## config.mk

```make
export PLATFORM = sky130hd
export DESIGN_NAME = flicker_pwm_monitor
export DESIGN_NICKNAME = d
export VERILOG_FILES = /design/src/rtl/flicker_pwm_monitor.sv
export SDC_FILE = /design/constraint.sdc
export NUM_CORES = 1
export LEC_CHECK = 0
export ABC_CLOCK_PERIOD_IN_PS = 2250
export BUFFER_PORTS_ARGS = -buffer_cell sky130_fd_sc_hd__buf_2
export CAP_MARGIN = 10
export CORE_MARGIN = 2
export CORE_UTILIZATION = 57
export DETAILED_ROUTE_END_ITERATION = 7
export PLACE_DENSITY = 0.77
export SLEW_MARGIN = 10
export SYNTH_ARGS = -nofsm -noshare
export SYNTH_HDL_FRONTEND = slang
export SYNTH_SLANG_ARGS = --single-unit
```

## constraint.sdc

```tcl
create_clock -name clk -period 2.25 [get_ports clk]
set_clock_uncertainty 0.2 [all_clocks]
set_input_delay 0.225 -clock clk [delete_from_list [all_inputs] [get_ports clk]]
set_output_delay 0.225 -clock clk [all_outputs]
set_load 0.005 [all_outputs]
```

## src/rtl/flicker_pwm_monitor.sv

```systemverilog
// Measures period and high time of the flicker LED PWM line.
// Flags a stuck line when no rising edge arrives within the counter range.
module flicker_pwm_monitor #(
  parameter int CNT_W = 16
) (
  input  logic             clk,
  input  logic             rst,
  input  logic             pwm_in,
  output logic             level,
  output logic [CNT_W-1:0] period,
  output logic [CNT_W-1:0] high_time,
  output logic             valid,
  output logic             stuck,
  output logic             stuck_level
);

  typedef enum logic {
    IDLE,
    MEASURE
  } state_e;

  localparam logic [CNT_W-1:0] CNT_MAX = '1;
  localparam logic [CNT_W-1:0] CNT_ONE = {{(CNT_W-1){1'b0}}, 1'b1};

  state_e           state_q, state_d;
  logic             sync1_q, sync1_d;
  logic             sync2_q, sync2_d;
  logic             prev_q, prev_d;
  logic [CNT_W-1:0] per_cnt_q, per_cnt_d;
  logic [CNT_W-1:0] hi_cnt_q, hi_cnt_d;
  logic [CNT_W-1:0] period_q, period_d;
  logic [CNT_W-1:0] high_time_q, high_time_d;
  logic             valid_q, valid_d;
  logic             stuck_q, stuck_d;
  logic             stuck_level_q, stuck_level_d;
  logic             rise;

  assign rise = sync2_q & ~prev_q;

  always_comb begin
    sync1_d       = pwm_in;
    sync2_d       = sync1_q;
    prev_d        = sync2_q;
    state_d       = state_q;
    per_cnt_d     = per_cnt_q;
    hi_cnt_d      = hi_cnt_q;
    period_d      = period_q;
    high_time_d   = high_time_q;
    valid_d       = 1'b0;
    stuck_d       = stuck_q;
    stuck_level_d = stuck_level_q;
    case (state_q)
      IDLE: begin
        per_cnt_d = '0;
        hi_cnt_d  = '0;
        if (rise) begin
          state_d   = MEASURE;
          per_cnt_d = CNT_ONE;
          hi_cnt_d  = CNT_ONE;
          stuck_d   = 1'b0;
        end
      end
      MEASURE: begin
        if (rise) begin
          period_d    = per_cnt_q;
          high_time_d = hi_cnt_q;
          valid_d     = 1'b1;
          per_cnt_d   = CNT_ONE;
          hi_cnt_d    = CNT_ONE;
          stuck_d     = 1'b0;
        end else if (per_cnt_q == CNT_MAX) begin
          // Range exhausted without an edge: report a zero result.
          state_d       = IDLE;
          stuck_d       = 1'b1;
          stuck_level_d = sync2_q;
          period_d      = '0;
          high_time_d   = '0;
          valid_d       = 1'b1;
          per_cnt_d     = '0;
          hi_cnt_d      = '0;
        end else begin
          per_cnt_d = per_cnt_q + CNT_ONE;
          if (sync2_q && (hi_cnt_q != CNT_MAX)) begin
            hi_cnt_d = hi_cnt_q + CNT_ONE;
          end
        end
      end
      default: state_d = IDLE;
    endcase
  end

  always_ff @(posedge clk or negedge rst) begin
    if (!rst) begin
      state_q       <= IDLE;
      sync1_q       <= 1'b0;
      sync2_q       <= 1'b0;
      prev_q        <= 1'b0;
      per_cnt_q     <= '0;
      hi_cnt_q      <= '0;
      period_q      <= '0;
      high_time_q   <= '0;
      valid_q       <= 1'b0;
      stuck_q       <= 1'b0;
      stuck_level_q <= 1'b0;
    end else begin
      state_q       <= state_d;
      sync1_q       <= sync1_d;
      sync2_q       <= sync2_d;
      prev_q        <= prev_d;
      per_cnt_q     <= per_cnt_d;
      hi_cnt_q      <= hi_cnt_d;
      period_q      <= period_d;
      high_time_q   <= high_time_d;
      valid_q       <= valid_d;
      stuck_q       <= stuck_d;
      stuck_level_q <= stuck_level_d;
    end
  end

  assign level       = sync2_q;
  assign period      = period_q;
  assign high_time   = high_time_q;
  assign valid       = valid_q;
  assign stuck       = stuck_q;
  assign stuck_level = stuck_level_q;

endmodule

```

==> reports/summary.txt <==
===============================================================================
Run status                                                            completed
Most common cell in the synthesized netlist                             nand2_1
Number of nets with antenna violations after routing                          0
Final setup TNS                                                            0 ps
Sequential cell area fraction in the yosys report                         58.0%
Initial DRC Count                                                           141
Static leakage                                                          1.73 nW
Commonest register cell after synthesis                                 dfrtp_1
Number of global-route vias before repair                                  2315
Setup fix buffers added after clock tree synthesis                            0
Top-area cell type share of the netlist area                              58.0%
CTS resizes                                                                   0
Crit-path cells                                                    nand4_2 -> or3_1 -> nor4_1 -> xnor2_1 -> nor2_2
Non-filler cells in the finished layout                                     441
Worst endpoint data arrival time                                        2050 ps
Effective utilization at floorplan                                        59.6%
NumNets Final                                                               371
Setup crit start kind                                                  register
Horizontal die dimension                                                77.3 um
Share of post-route cells with drive strength above 1                     18.9%
Area of the core region                                            0.00514 mm^2
Clock period minus worst slack                                          2020 ps
Clock tree from TritonCTS                                                 built
Cell count after synthesis                                                  319
Max Cap Viol                                                                  0
Cell with the largest stage delay on the worst path                     dfrtp_1
Summed instance area of the synthesized netlist                    0.00306 mm^2
Grt ovf                                                                       0
Path type of the worst min-delay path                                   reg2reg
Max Slew Vio Count                                                            0
Synth-to-Final Area Change                                                17.4%
Placed Cells incl. Taps                                                     423
Setup repair after global routing missed its margin                          no
Wire length of the first global-routing pass                           10800 um
DRC violation count after routing                                             0
Hold path start                                                    sync1_q$_DFF_PN0_
Initial antenna violation count                                               0
Routability-driven placement congestion ratio                             0.866
Biggest area consumer among synthesized cells                           dfrtp_1
Max frequency                                                           494 MHz
Number of buffers created by CTS                                              9
# fillers                                                                   419
Maximum number of buffers from clock root to sink                             2
Vert. Die Dim                                                           77.3 um
Clk pin slew, worst setup/hold paths                                      70 ps
Worst-margin pin slew                                                    367 ps
Worst Setup Path Type                                                   reg2reg
Number of synthesized register bits                                          71
Largest fanout of any net on the critical path                                6
Top area cells in the synthesized netlist                          dfrtp_1 (58%), nand2_1 (9.1%), o21ai_0 (5.6%)
Power density over the cells                                        767 mW/mm^2
Area of the die                                                    0.00598 mm^2
Tcrit/Tclk final                                                          90.0%
Detailed-route vias per instance                                           5.25
Yosys cell types                                                             33
Number of I/O pins                                                           39
Detail Placement HPWL                                                   3950 um
Port Buffers                                                                 38
Largest net degree at the start of global routing                            72
Antenna cells                                                                 0
Hold Path Stages                                                              0
Number of nets produced by synthesis                                        324
Hold Buf Count CTS                                                            2
Mean area per synthesized cell                                        9.60 um^2
Library cell used as clock root buffer                                 clkbuf_8
Number of failing hold endpoints at the final stage                           0
Critical register-to-register path endpoint                        hi_cnt_q[13]$_DFFE_PN0P_
Hold worst-path end                                                level$_DFF_PN0_
Post-Route Hold Slack                                                    151 ps
Final count of negative-setup-slack endpoints                                 0
H-tree lvl count                                                              3
Standard-cell rows                                                           26
Worst-case headroom to the max-slew limit                                 75.6%
Total number of yosys warnings                                                0
Reg-to-reg startpoint                                              hi_cnt_q[3]$_DFFE_PN0P_
Drt pass-1 iters                                                              4
Number of cells traversed by the worst register-to-register path              5
Data required time of the critical path                                 2270 ps
Kind of end point of the critical path                                 register
Maximum VDD drop                                                         454 uV
Worst skew pair latency                                                  340 ps
Reg2Reg Setup Slack                                                      230 ps
Combined global-route utilization of all metal layers                     22.8%
Share of synthesized registers carrying an async set or reset              100%
Delay of the slowest critical-path stage                                 470 ps
DR WL/cell                                                              13.6 um
Overall routed net length                                               6010 um
Leading post-synthesis cells by instance count                     nand2_1 (74), dfrtp_1 (71), nor2_1 (34), o21ai_0 (34), xnor2_1 (13)
Number of flops mapped to enable cells by yosys                               0
Via count                                                                  2316
Number of clock sinks                                                        71
===============================================================================
==> metal layers <==
metal	part of all wire, %	routed length (um)	GRT usage, %	vias up
li1	-	-	-	1162
met1	51	3080	32.8	1104
met2	43	2600	33.7	42
met3	3.8	226	4.82	8
met4	1.7	102	9.64	0
met5	0	0	0	-
==> critical path: cells and delay by family, from the launching register on <==
| kind | cells | cell delay [ps] |
|---|---|---|
| and+or+nand+nor | 4 | 1060 |
| xor gates and xnor gates | 1 | 180 |
| DFF | 1 | 470 |
==> per-stage QoR <==
step	setup WS (ps)	total power, mW	util, %	area (um^2)
after detailed placement	251	1.80	65.9	3390
final	225	2.76	70.0	3600
after global routing	79.1	2.91	70.0	3600
after CTS	221	2.79	70.0	3600
after global placement	349	1.78	65.9	3390
after floorplan	249	1.66	-	3060
==> layout make-up <==
class | instances | area, um^2 | area share [%]
tap | 70 | 87.6 | 2.44
inverter | 5 | 18.8 | 0.522
clock inverter | 4 | 45.0 | 1.25
multi-input combinational | 227 | 1200 | 33.3
timing repair buffer | 52 | 325 | 9.05
sequential | 71 | 1780 | 49.4
clock buffer | 12 | 145 | 4.04
==> worst max path at each step <==
stage                                        from                  endpoint  slack [ps]  depth (start not counted)
final                     hi_cnt_q[3]$_DFFE_PN0P_  hi_cnt_q[13]$_DFFE_PN0P_         230                          5
after global routing       per_cnt_q[0]$_DFF_PN0_   stuck_level$_DFFE_PN0P_          80                          7
after CTS                 hi_cnt_q[3]$_DFFE_PN0P_  hi_cnt_q[13]$_DFFE_PN0P_         220                          5
after detailed placement  hi_cnt_q[3]$_DFFE_PN0P_  hi_cnt_q[13]$_DFFE_PN0P_         250                          5
after global placement    hi_cnt_q[3]$_DFFE_PN0P_  hi_cnt_q[13]$_DFFE_PN0P_         350                          5
after floorplan            per_cnt_q[0]$_DFF_PN0_   per_cnt_q[10]$_DFF_PN0_         250                          7
==> kinds of logic (layout without fill, tap and decap cells) <==
family / count (synthesis) / in the layout / share of synthesized area [%]
simple gates: 148 / 148 / 21.3
flops: 71 / 71 / 58.0
compound gates: 49 / 49 / 8.78
xor+xnor: 25 / 25 / 7.15
buf+inv: 21 / 73 / 2.98
mux: 3 / 3 / 0.980
fa+ha+maj: 2 / 2 / 0.817
==> sequential cells by signal, indices dropped and copies added (netlist names) <==
| signal | count |
|---|---|
| hi_cnt_q | 16 |
| high_time | 16 |
| per_cnt_q | 16 |
| period | 16 |
| level | 1 |
| prev_q | 1 |
| state_q | 1 |
| stuck | 1 |
| stuck_level | 1 |
| sync1_q | 1 |
| valid | 1 |
==> report_power, final <==
part / total [mW] / internal [mW] / switching (mW)
Clock: 0.976 / 0.538 / 0.439
Sequential: 1.48 / 1.38 / 0.0993
Combinational: 0.300 / 0.130 / 0.170
==> cell usage in the layout (no fill, tap or decap) <==
master	synthesis	layout
o21ai_0	34	34
a21oi_1	4	4
xor2_1	12	12
bufinv_16	0	1
or2_2	1	1
buf_4	0	10
and2_1	1	1
inv_1	5	5
o22ai_1	2	2
clkbuf_1	11	2
dfrtp_1	71	71
ha_1	2	2
and4_1	4	4
o21a_1	1	1
nor3_1	5	5
and3_1	1	1
mux2i_1	3	3
nand3_1	12	12
a31oi_1	1	1
and3_2	1	1
xnor2_1	13	13
o211ai_1	3	3
clkinv_2	0	3
nand4_2	1	1
nand2_1	74	74
clkbuf_8	0	10
dlygate4sd3_1	0	2
buf_2	3	38
a21o_1	1	1
or3_1	1	1
nor2_2	2	3
nand4_1	7	7
nor2_1	34	33
nor4_1	2	2
nand2b_1	2	2
buf_12	0	2
a211oi_1	3	3
Note: power is estimated with default switching activity, not from simulation.
